$ cat config.mk
export PLATFORM = sky130hd
export DESIGN_NAME = light_dance_engine
export DESIGN_NICKNAME = d
export VERILOG_FILES = /design/src/rtl/light_dance_engine.sv
export SDC_FILE = /design/constraint.sdc
export NUM_CORES = 1
export LEC_CHECK = 0
export ABC_AREA = 1
export BUFFER_PORTS_ARGS = -buffer_cell sky130_fd_sc_hd__buf_4
export CORE_AREA = 2 2 90 92
export DETAILED_ROUTE_END_ITERATION = 6
export DIE_AREA = 0 0 92 94
export SLEW_MARGIN = 25
export SYNTH_ARGS = -nofsm -noshare
export SYNTH_HDL_FRONTEND = slang
export SYNTH_SLANG_ARGS = --single-unit
export TNS_END_PERCENT = 30
$ cat constraint.sdc
create_clock -name clk -period 2.2 [get_ports clk]
set_clock_uncertainty 0.15 [all_clocks]
set_input_delay 0.33 -clock clk [delete_from_list [all_inputs] [get_ports clk]]
set_output_delay 0.33 -clock clk [all_outputs]
set_load 0.02 [all_outputs]
$ cat src/rtl/light_dance_engine.sv
// ---------------------------------------------------------------------------
// light_dance_engine
//   Registered LED pattern generator. A programmable prescaler produces a
//   tick every div+1 enabled cycles; on each tick the WIDTH-bit pattern
//   advances in one of four modes (rotate-left, rotate-right, ping-pong,
//   fill/drain). step/wrap strobes accompany each newly shown pattern.
//
// Ports:
//   clk   in   system clock, rising-edge active
//   nrst  in   asynchronous active-low reset
//   en    in   prescaler enable; low freezes counter and pattern
//   mode  in   2'b00 rotl, 2'b01 rotr, 2'b10 ping-pong, 2'b11 fill/drain
//   load  in   synchronous seed load, overrides any tick in the same cycle
//   seed  in   pattern loaded on load
//   div   in   tick period minus one
//   leds  out  registered pattern
//   step  out  one-cycle strobe: leds shows a freshly advanced pattern
//   wrap  out  one-cycle strobe with step when the pattern closes a cycle
// ---------------------------------------------------------------------------
module light_dance_engine #(
  parameter int WIDTH = 8,
  parameter int DIV_W = 16
) (
  input  logic             clk,
  input  logic             nrst,
  input  logic             en,
  input  logic [1:0]       mode,
  input  logic             load,
  input  logic [WIDTH-1:0] seed,
  input  logic [DIV_W-1:0] div,
  output logic [WIDTH-1:0] leds,
  output logic             step,
  output logic             wrap
);

  typedef enum logic {
    DIR_LEFT  = 1'b0,
    DIR_RIGHT = 1'b1
  } dir_e;

  typedef enum logic {
    PH_FILL  = 1'b0,
    PH_DRAIN = 1'b1
  } phase_e;

  localparam logic [WIDTH-1:0] LEDS_ONES  = {WIDTH{1'b1}};
  localparam logic [WIDTH-1:0] LEDS_ZERO  = {WIDTH{1'b0}};
  localparam logic [WIDTH-1:0] LEDS_RESET = {{(WIDTH-1){1'b0}}, 1'b1};
  localparam logic [DIV_W-1:0] CNT_ZERO   = {DIV_W{1'b0}};
  localparam logic [DIV_W-1:0] CNT_ONE    = {{(DIV_W-1){1'b0}}, 1'b1};

  // Pattern shift helpers; in_bit is what enters the vacated position.
  function automatic logic [WIDTH-1:0] shl(input logic [WIDTH-1:0] v, input logic in_bit);
    shl = {v[WIDTH-2:0], in_bit};
  endfunction

  function automatic logic [WIDTH-1:0] shr(input logic [WIDTH-1:0] v, input logic in_bit);
    shr = {in_bit, v[WIDTH-1:1]};
  endfunction

  logic [WIDTH-1:0] r_leds;
  logic [DIV_W-1:0] r_cnt;
  dir_e             r_dir;
  phase_e           r_phase;
  logic             r_step;
  logic             r_wrap;

  logic             w_tick;
  logic [WIDTH-1:0] w_adv_leds;
  dir_e             w_adv_dir;
  phase_e           w_adv_phase;
  logic             w_adv_wrap;

  // Prescaler tick: a load in the same cycle suppresses it. Using >= means a
  // div lowered below the running count ticks on the next enabled cycle.
  always_comb begin
    w_tick = en & ~load & (r_cnt >= div);
  end

  // Advanced pattern for the current mode, applied only when a tick occurs.
  always_comb begin
    w_adv_leds  = r_leds;
    w_adv_dir   = r_dir;
    w_adv_phase = r_phase;
    w_adv_wrap  = 1'b0;
    case (mode)
      2'b00: begin
        w_adv_leds = shl(r_leds, r_leds[WIDTH-1]);
        w_adv_wrap = r_leds[WIDTH-1];
      end
      2'b01: begin
        w_adv_leds = shr(r_leds, r_leds[0]);
        w_adv_wrap = r_leds[0];
      end
      2'b10: begin
        // Bounce happens the tick after the lit bit reaches an end.
        if ((r_dir == DIR_LEFT) && r_leds[WIDTH-1]) begin
          w_adv_dir  = DIR_RIGHT;
          w_adv_leds = shr(r_leds, 1'b0);
          w_adv_wrap = 1'b1;
        end else if ((r_dir == DIR_RIGHT) && r_leds[0]) begin
          w_adv_dir  = DIR_LEFT;
          w_adv_leds = shl(r_leds, 1'b0);
          w_adv_wrap = 1'b1;
        end else if (r_dir == DIR_LEFT) begin
          w_adv_leds = shl(r_leds, 1'b0);
        end else begin
          w_adv_leds = shr(r_leds, 1'b0);
        end
      end
      2'b11: begin
        if (r_phase == PH_FILL) begin
          if (r_leds == LEDS_ONES) begin
            w_adv_phase = PH_DRAIN;
            w_adv_leds  = shl(r_leds, 1'b0);
            w_adv_wrap  = 1'b1;
          end else begin
            w_adv_leds  = shl(r_leds, 1'b1);
          end
        end else begin
          if (r_leds == LEDS_ZERO) begin
            w_adv_phase = PH_FILL;
            w_adv_leds  = shl(r_leds, 1'b1);
            w_adv_wrap  = 1'b1;
          end else begin
            w_adv_leds  = shl(r_leds, 1'b0);
          end
        end
      end
      default: begin
        w_adv_leds  = r_leds;
        w_adv_dir   = r_dir;
        w_adv_phase = r_phase;
        w_adv_wrap  = 1'b0;
      end
    endcase
  end

  // State register: reset, then load > tick > hold/count.
  always_ff @(posedge clk or negedge nrst) begin
    if (!nrst) begin
      r_leds  <= LEDS_RESET;
      r_cnt   <= CNT_ZERO;
      r_dir   <= DIR_LEFT;
      r_phase <= PH_FILL;
      r_step  <= 1'b0;
      r_wrap  <= 1'b0;
    end else if (load) begin
      r_leds  <= seed;
      r_cnt   <= CNT_ZERO;
      r_dir   <= DIR_LEFT;
      r_phase <= PH_FILL;
      r_step  <= 1'b0;
      r_wrap  <= 1'b0;
    end else if (w_tick) begin
      r_leds  <= w_adv_leds;
      r_cnt   <= CNT_ZERO;
      r_dir   <= w_adv_dir;
      r_phase <= w_adv_phase;
      r_step  <= 1'b1;
      r_wrap  <= w_adv_wrap;
    end else begin
      if (en) begin
        r_cnt <= r_cnt + CNT_ONE;
      end else begin
        r_cnt <= r_cnt;
      end
      r_step <= 1'b0;
      r_wrap <= 1'b0;
    end
  end

  assign leds = r_leds;
  assign step = r_step;
  assign wrap = r_wrap;

endmodule

==> impl_metrics.json, run 1 <==
{
  "status": "finished, final reports clean",
  "ys_top_cells_by_area": "dfrtp_1, nand2_1, ha_1, inv_1, nor2_1",
  "relSlewSlack_pct": 64.8,
  "ir_worst_vdd_v": 0.000209,
  "post_cts_buffers": 0,
  "worstMarginPinSlew_ns": 0.528,
  "post_drt_wl_per_cell_um": 10.9,
  "syn_area_um2": 2170,
  "drv_cap": 0,
  "hold_violations": 0,
  "min_path_cells": 5,
  "critPathBufInv": 0,
  "ctsLongestPathBuffers": 2,
  "coreArea_um2": 7610,
  "cp_slowest_cell": "dfrtp_1",
  "antenna_found_initial": 0,
  "fin_hold_ws_ns": 0.182,
  "worstPathCellList": "ha_1 > a21oi_1 > o21ai_1 > a21oi_2 > nand2_4 > nand2_4 > nand2_8 > nand2_1 > o21ai_2",
  "die_w_um": 92,
  "synth_cell_types": 32,
  "ys_async_sr_fraction_pct": 100,
  "min_period_ns": 2.02,
  "powerDensity_nw_per_um2": 511,
  "n_antenna_cell": 0,
  "startpoint": "r_cnt[11]$_DFFE_PN0P_",
  "portBuffers": 39,
  "max_freq_mhz": 494,
  "routed_wl_mm": 4.82,
  "nets": 389,
  "syn_inst": 300,
  "path_clk_slew_ns": 0.10,
  "cts_tree": "yes",
  "min_from": "seed[2]",
  "die-area_um2": 8650,
  "r2r_start": "r_cnt[11]$_DFFE_PN0P_",
  "cts_max_level": 1,
  "yosys_warnings": 0,
  "setup_tns_ns": 0,
  "end_kind": "flip-flop",
  "grt_max_degree": 29,
  "layout_setup_ws_ns": 0.177,
  "syn_avg_cell_area_um2": 7.23,
  "clkLatencyLatePin_ns": 0.29,
  "ys_seq_area_share_pct": 32.4,
  "worstSetupStartpointType": "flip-flop",
  "rows": 32,
  "arrival_ns": 2.06,
  "setup_viol": 0,
  "grt_use_total_pct": 11.6,
  "routabilityCongestion": 0.800,
  "slew_viol_final": 0,
  "crit_top_cell": "nand2_4",
  "synth-seq-cells": 28,
  "critPathRequiredTime_ns": 2.23,
  "route.detailed.drc": 0,
  "io_pins": 40,
  "power.leakage_nw": 1.35,
  "synth_area_leader_cell": "dfrtp_1",
  "grt_pass1_vias": 1844,
  "numClockSinks": 28,
  "cp_max_fo": 25,
  "path_class": "flip-flop to flip-flop",
  "cts_buffers": 3,
  "r2r_end": "leds[4]$_DFFE_PN0P_",
  "yosysTopAreaCellShare_pct": 31.1,
  "fin_crit_sh_pct": 92.0,
  "place_ws_ns": 0.141,
  "rsz0062_at_grt": "false",
  "grt-ovfl-total": 0,
  "path_delay_family": "compound AO/OA/AOI/OAI gates",
  "grt_pass1_wl_mm": 8.14,
  "cp_num_cells": 9,
  "synth_edf_count": 0,
  "dr.pass1.iters": 4,
  "hold_path.class": "primary input to flip-flop",
  "syn2layout_area_growth_pct": 21.9,
  "start_util_pct": 28.5,
  "ys.flop_type": "dfrtp_1",
  "synthesis.nets": 347,
  "drt-initial-drc-count": 84,
  "place_hpwl_mm": 3.71,
  "worstRegToRegCells": 9,
  "dr_total_vias": 1965,
  "die_h_um": 94,
  "reg2reg_slack_ns": 0.18,
  "viasPerCell": 4.44,
  "cts_root_buffer": "clkbuf_8",
  "worst_path_largest_cell_delay_ns": 0.43,
  "holdPathEnd": "leds[2]$_DFFE_PN0P_",
  "drive_gt1_share_pct": 21.4,
  "antenna_left": 0
}
how the worst max path moves through the flow:
stage,slack [ns],endpoint
4_1_cts,0.14,leds[4]$_DFFE_PN0P_
6_report,0.18,leds[4]$_DFFE_PN0P_
2_1_floorplan,0.33,leds[5]$_DFFE_PN0P_
5_1_grt,0.03,leds[4]$_DFFE_PN0P_
3_3_place_gp,0.18,leds[3]$_DFFE_PN0P_
3_5_place_dp,0.14,leds[4]$_DFFE_PN0P_
routing by layer:
| metal | vias to the layer above | routed length [um] | GRT usage (%) |
|---|---|---|---|
| li1 | 1034 | - | - |
| met3 | 5 | 173 | 1.52 |
| met5 | - | 0 | 0 |
| met4 | 0 | 75 | 4.48 |
| met2 | 31 | 2210 | 19.0 |
| met1 | 895 | 2360 | 15.6 |
kinds of logic (layout without fill, tap and decap cells):
kind of cell	after synthesis	after routing	share of synthesized area [%]
adder cells (fa/ha/maj)	17	17	9.80
AND/OR/NAND/NOR	152	152	31.9
buffers and inverters	51	92	10.1
flip-flops	28	28	32.4
AO/OA/AOI/OAI	42	42	11.8
XOR/XNOR	10	10	4.04
cells in the mapped netlist (2+ instances only):
cell type and instances:
nor2_1 29, a21oi_2 2, o21ai_1 2, o21a_1 2, nand3_2 2, nand2_1 78, xor2_1 6, nor2_2 5
inv_1 45, nor3_1 5, or2_2 3, o21ai_0 13, o21ai_2 8, ha_1 17, buf_2 3, nand4_1 5
nand2_2 2, xnor2_1 4, dfrtp_1 27, nand2_4 2, nand3_1 16, a21oi_1 14
worst register-to-register path: cells and delay by family (launching register included):
| kind | cells | cell delay [ns] |
|---|---|---|
| compound gates | 4 | 0.50 |
| flops | 1 | 0.43 |
| simple gates | 4 | 0.50 |
| fa+ha+maj | 1 | 0.32 |
registers in the layout, indices dropped and copies added, names as in the netlist:
signal,count
r_cnt,16
step,1
r_phase,1
wrap,1
r_dir,1
leds,8
stage by stage:
| step | util [%] | instances | total power (W) | cell area (um^2) |
|---|---|---|---|---|
| after floorplan | - | 300 | 0.000811 | 2170 |
| after global placement | 33.6 | 438 | 0.000933 | 2560 |
| after detailed placement | 33.6 | 438 | 0.000940 | 2560 |
| after CTS | 34.7 | 443 | 0.00137 | 2640 |
| after global routing | 34.8 | 443 | 0.00143 | 2650 |
| final | 34.8 | 443 | 0.00135 | 2650 |
repair_timing:
item,4_1_cts,5_1_grt
hold endpoints to repair,27,0
hold buffers,1,0
setup endpoints to repair,0,7
resized for setup,0,1
report_power, final:
group / switching, W / internal, W / total (W)
logic: 0.000196 / 0.000141 / 0.000337
clock network: 0.000178 / 0.000244 / 0.000422
registers: 0.0000405 / 0.000551 / 0.000591
cell type report:
type / instances / area, um^2
fillers: 854 / 4960
multi-input cells: 221 / 1250
well taps: 102 / 128
clock buffers: 3 / 41.3
inverters: 46 / 173
flip-flops and latches: 28 / 702
clock inverters: 1 / 30.0
repair buffers: 42 / 318
cell usage in the layout, fill, tap and decap left out:
cell and n:
o211ai_1 1, clkbuf_8 3, o21ai_0 13, dfrtp_1 27
nand3_2 2, nand2_1 78, nand4_1 5, o21a_1 2
nand2_2 2, bufinv_16 1, a21oi_1 14, ha_1 17
or2_2 3, inv_1 45, and3_1 1, dlygate4sd3_1 1
xor2_1 6, nand2_4 2, nor3_1 4, nand3b_1 1
buf_4 41, or2_1 1, a21oi_2 2, nand2_8 1
xnor2_1 4, nor3_2 2, o21ai_1 2, nor2_1 29
dfstp_2 1, o21ai_2 8, nor2_2 5, nand3_1 16
clkinv_1 1
No activity file was read; power rests on OpenSTA's default activity.
==> run 2: changes to the inputs <==
==> constraint.sdc (replaced) <==
create_clock -name clk -period 2 [get_ports clk]
set_clock_uncertainty 0.15 [all_clocks]
set_input_delay 0.3 -clock clk [delete_from_list [all_inputs] [get_ports clk]]
set_output_delay 0.3 -clock clk [all_outputs]
set_load 0.02 [all_outputs]
==> impl_metrics.json, run 2 (synthesized netlist as in run 1, its figures left out) <==
{
  "drv_cap": 0,
  "cp_max_fo": 5,
  "io_pins": 40,
  "dr.pass1.iters": 4,
  "arrival_ns": 1.97,
  "end_kind": "flip-flop",
  "grt_use_total_pct": 11.6,
  "routed_wl_mm": 5.10,
  "layout_commonest_cell": "nand2_1",
  "drive_gt1_share_pct": 27.7,
  "path_class": "flip-flop to flip-flop",
  "route.detailed.drc": 0,
  "numClockSinks": 28,
  "worstPathCellList": "ha_1 > a21oi_1 > o21ai_1 > a21oi_2 > nand3_1 > o21ai_0",
  "die-area_um2": 8650,
  "place_hpwl_mm": 3.81,
  "power.leakage_nw": 1.44,
  "layout_setup_ws_ns": 0.0903,
  "rsz0062_at_grt": "true",
  "place_ws_ns": 0.0230,
  "powerDensity_nw_per_um2": 536,
  "grt_use_met1_pct": 15.3,
  "gr-max-usage-layer": "met2",
  "post_drt_wl_per_cell_um": 11.1,
  "max_freq_mhz": 524,
  "grt-ovfl-total": 0,
  "critPathBufInv": 0,
  "cts_tree": "yes",
  "clkLatencyLatePin_ns": 0.28,
  "portBuffers": 39,
  "syn2layout_area_growth_pct": 31.0,
  "dr_total_vias": 2062,
  "path_delay_family": "compound AO/OA/AOI/OAI gates",
  "hold_violations": 0,
  "grt_pass1_vias": 1870,
  "worstSetupStartpointType": "flip-flop",
  "setup_viol": 0,
  "final_cell_mix": "nand2_1, buf_4, inv_1",
  "antenna_found_initial": 0,
  "viasPerCell": 4.48,
  "ir_worst_vdd_v": 0.000253,
  "worstMarginPinSlew_ns": 0.810,
  "die_h_um": 94,
  "die_w_um": 92,
  "p_int_w": 0.00105,
  "largest_register": "r_cnt",
  "switching_share_pct": 30.8,
  "n_antenna_cell": 0,
  "critPathRequiredTime_ns": 2.06,
  "grt_pass1_wl_mm": 8.26,
  "grt_use_met2_pct": 20.3,
  "hold_path.class": "primary input to flip-flop",
  "slew_viol_final": 0,
  "nets": 406,
  "ctsLongestPathBuffers": 2,
  "routabilityCongestion": 0.850,
  "cts_max_level": 1,
  "rows": 32,
  "fin_hold_ws_ns": 0.161,
  "cp_slowest_cell": "dfrtp_1",
  "fin_crit_sh_pct": 95.5,
  "clock_power_share_pct": 30.4,
  "cts_buffers": 3,
  "cts_root_buffer": "clkbuf_8",
  "seq_power_share_pct": 42.3,
  "status": "finished, final reports clean",
  "coreArea_um2": 7610,
  "grt_max_degree": 29,
  "worst_path_largest_cell_delay_ns": 0.40,
  "share_comb_of_total_power_pct": 27.3,
  "min_period_ns": 1.91,
  "power.net_switching_w": 0.000470,
  "start_util_pct": 28.5,
  "drt-initial-drc-count": 92,
  "largest_reg_flops": 16,
  "path_clk_slew_ns": 0.11,
  "grt.met3_usage_pct": 1.69,
  "relSlewSlack_pct": 45.9,
  "antenna_left": 0
}
-- run 2: timing repair --
action / CTS / global route
endpoints found under the hold margin: 27 / 0
hold buffers: 1 / 0
gates resized for setup: 0 / 14
buffers inserted: 0 / 5
endpoints found under the setup margin: 0 / 25
-- run 2: layout make-up --
type	instances	area, um^2
clock buffers	3	41.3
clock inverters	1	30.0
fillers	828	4760
inverters	46	173
multi-input cells	223	1330
flip-flops and latches	28	702
well taps	102	128
repair buffers	57	438
-- run 2: metal layers --
metal	part of all wire, %	routed length, um
met1	46	2360
met2	48	2470
met3	4.8	243
met4	0.51	26
met5	0	0
-- run 2: path summary, 6_finish.rpt --
| kind | start | endpoint | slack (ns) | cells after the start |
|---|---|---|---|---|
| worst min register to register | leds[0]$_DFFE_PN1P_ | leds[0]$_DFFE_PN1P_ | 0.39 | 2 |
| min in group asynchronous | nrst | r_cnt[11]$_DFFE_PN0P_ | 0.32 | 2 |
| worst max register to register | r_cnt[9]$_DFFE_PN0P_ | r_cnt[1]$_DFFE_PN0P_ | 0.09 | 6 |
| worst min-delay path | seed[2] | leds[2]$_DFFE_PN0P_ | 0.16 | 5 |
| worst max-delay path | r_cnt[9]$_DFFE_PN0P_ | r_cnt[1]$_DFFE_PN0P_ | 0.09 | 6 |
| max in group asynchronous | nrst | leds[0]$_DFFE_PN1P_ | 1.07 | 2 |
-- run 2: worst register-to-register path, delay by kind of cell (launching register included) --
kind	cells	cell delay (ns)
compound gates	4	0.71
fa+ha+maj	1	0.29
flops	1	0.40
simple gates	1	0.29
-- run 2: power by group through the flow --
stage | Clock [W] | Sequential [W] | Combinational (W)
finish | 0.000463 | 0.000645 | 0.000416
global route | 0.000493 | 0.000652 | 0.000470
CTS | 0.000477 | 0.000647 | 0.000387
detailed placement | 0 | 0.000658 | 0.000383
global placement | 0 | 0.000657 | 0.000376
floorplan | 0 | 0.000675 | 0.000217
-- run 2: stage by stage --
step,power [W],cell area (um^2),util (%),setup TNS [ns],cells
after floorplan,0.000893,2170,-,0,300
after global placement,0.00103,2630,34.6,0,448
after detailed placement,0.00104,2630,34.6,0,448
after CTS,0.00151,2720,35.7,0,453
after global routing,0.00161,2840,37.4,-0.617,460
final,0.00152,2840,37.4,0,460
==> run 3: changes to the inputs <==
==> constraint.sdc (replaced) <==
create_clock -name clk -period 2.45 [get_ports clk]
set_clock_uncertainty 0.15 [all_clocks]
set_input_delay 0.3675 -clock clk [delete_from_list [all_inputs] [get_ports clk]]
set_output_delay 0.3675 -clock clk [all_outputs]
set_load 0.1 [all_outputs]
==> impl_metrics.json, run 3 (synthesized netlist as in run 1, its figures left out) <==
{
  "status": "finished, final reports clean",
  "routed_wl_mm": 4.82,
  "grt-ovfl-total": 0,
  "start_util_pct": 28.5,
  "viasPerCell": 4.45,
  "worstSetupStartpointType": "flip-flop",
  "n_antenna_cell": 0,
  "post_dp_cell_area_um2": 2550,
  "wl_met3_um": 211,
  "rsz0062_at_grt": "false",
  "grt_use_total_pct": 11.6,
  "post_drt_wl_per_cell_um": 10.9,
  "largest_reg_flops": 16,
  "worstMarginPinSlew_ns": 0.544,
  "clock_power_share_pct": 28.3,
  "routabilityCongestion": 0.801,
  "clkLatencyLatePin_ns": 0.28,
  "drt-initial-drc-count": 124,
  "layout_commonest_cell": "nand2_1",
  "antenna_left": 0,
  "cts_buffers": 3,
  "hold_path.class": "primary input to flip-flop",
  "largest_register": "r_cnt",
  "relSlewSlack_pct": 63.7,
  "hold_violations": 0,
  "wl_met2_mm": 2.26,
  "portBuffers": 39,
  "grt_pass1_vias": 1911,
  "io_pins": 40,
  "post_cts_buffers": 0,
  "numClockSinks": 28,
  "path_clk_slew_ns": 0.10,
  "design_area_um2": 2630,
  "setup_tns_ns": 0,
  "ctsLongestPathBuffers": 2,
  "seq_power_share_pct": 40.5,
  "grt_pass1_wl_mm": 8.31,
  "final_cell_mix": "nand2_1, inv_1, buf_4",
  "end_kind": "flip-flop",
  "critPathRequiredTime_ns": 2.51,
  "route.detailed.drc": 0,
  "drive_gt1_share_pct": 20.9,
  "min_period_ns": 2.06,
  "cts_tree": "yes",
  "drv_cap": 0,
  "syn2layout_area_growth_pct": 21.3,
  "power.net_switching_w": 0.000472,
  "cts_root_buffer": "clkbuf_8",
  "fin_crit_sh_pct": 84.0,
  "switching_share_pct": 35.9,
  "die-area_um2": 8650,
  "arrival_ns": 2.12,
  "grt_max_degree": 29,
  "setup_viol": 0,
  "cp_max_fo": 25,
  "dr_total_vias": 1966,
  "rows": 32,
  "share_comb_of_total_power_pct": 31.2,
  "dr.pass1.iters": 4,
  "powerDensity_nw_per_um2": 498,
  "total_power_w": 0.00131,
  "power.leakage_nw": 1.35,
  "place_hpwl_mm": 3.69,
  "die_w_um": 92,
  "ir_worst_vdd_v": 0.000211,
  "path_class": "flip-flop to flip-flop",
  "min_path_cells": 5,
  "worstRegToRegCells": 9,
  "reg2reg_slack_ns": 0.39,
  "coreArea_um2": 7610,
  "max_freq_mhz": 486,
  "top_layer_used": "met4",
  "cts_max_level": 1,
  "p_int_w": 0.000840,
  "die_h_um": 94,
  "antenna_found_initial": 0,
  "nets": 388,
  "met1_length_mm": 2.32,
  "slew_viol_final": 0
}
run 3: power by group through the flow:
| stage | Sequential (W) | Combinational (W) | Clock [W] |
|---|---|---|---|
| 6_report | 0.000531 | 0.000410 | 0.000371 |
| 4_1_cts | 0.000531 | 0.000414 | 0.000373 |
| 5_1_grt | 0.000537 | 0.000458 | 0.000388 |
| 2_1_floorplan | 0.000656 | 0.000178 | 0 |
| 3_3_place_gp | 0.000539 | 0.000406 | 0 |
| 3_5_place_dp | 0.000540 | 0.000409 | 0 |
run 3: cell type report:
class                   count  area (um^2)
clock inverters             1         30.0
multi-input cells         221         1250
repair buffers             41          310
fillers                   841         4970
inverters                  46          173
flip-flops and latches     28          702
clock buffers               3         41.3
well taps                 102          128
run 3: per-stage QoR:
stage	util, %	setup WS [ns]	instances	hold WS, ns
6_report	34.6	0.392	442	0.235
5_1_grt	34.6	0.212	442	0.262
2_1_floorplan	-	0.416	300	-0.0781
3_5_place_dp	33.5	0.354	437	0.161
3_3_place_gp	33.5	0.390	437	0.163
4_1_cts	34.6	0.395	442	0.236
run 3: worst max-delay path: stages (launching register included):
cell     delay [ns]
dfrtp_1        0.43
ha_1           0.33
nand4_1        0.09
nor3_1         0.30
nand2_2        0.13
nand2_4        0.11
nand2_4        0.09
nand2_8        0.19
nand2_1        0.10
o21ai_2        0.06
run 3: layer usage:
| metal | vias to the layer above | GRT usage (%) |
|---|---|---|
| met1 | 893 | 15.6 |
| met5 | - | 0 |
| met3 | 4 | 1.20 |
| li1 | 1037 | - |
| met4 | 0 | 2.86 |
| met2 | 32 | 19.9 |
run 3: path summary, 6_finish.rpt:
check,from,endpoint
worst max-delay path,r_cnt[11]$_DFFE_PN0P_,leds[3]$_DFFE_PN0P_
worst min-delay path,seed[2],leds[2]$_DFFE_PN0P_
worst max register to register,r_cnt[11]$_DFFE_PN0P_,leds[3]$_DFFE_PN0P_
worst min register to register,r_cnt[1]$_DFFE_PN0P_,r_cnt[1]$_DFFE_PN0P_
max in group asynchronous,nrst,leds[0]$_DFFE_PN1P_
min in group asynchronous,nrst,wrap$_DFF_PN0_
run 3: repair_timing:
| action | in CTS | in global routing |
|---|---|---|
| hold buffers | 1 | 0 |
| resized for setup | 0 | 0 |
| endpoints found under the hold margin | 27 | 0 |
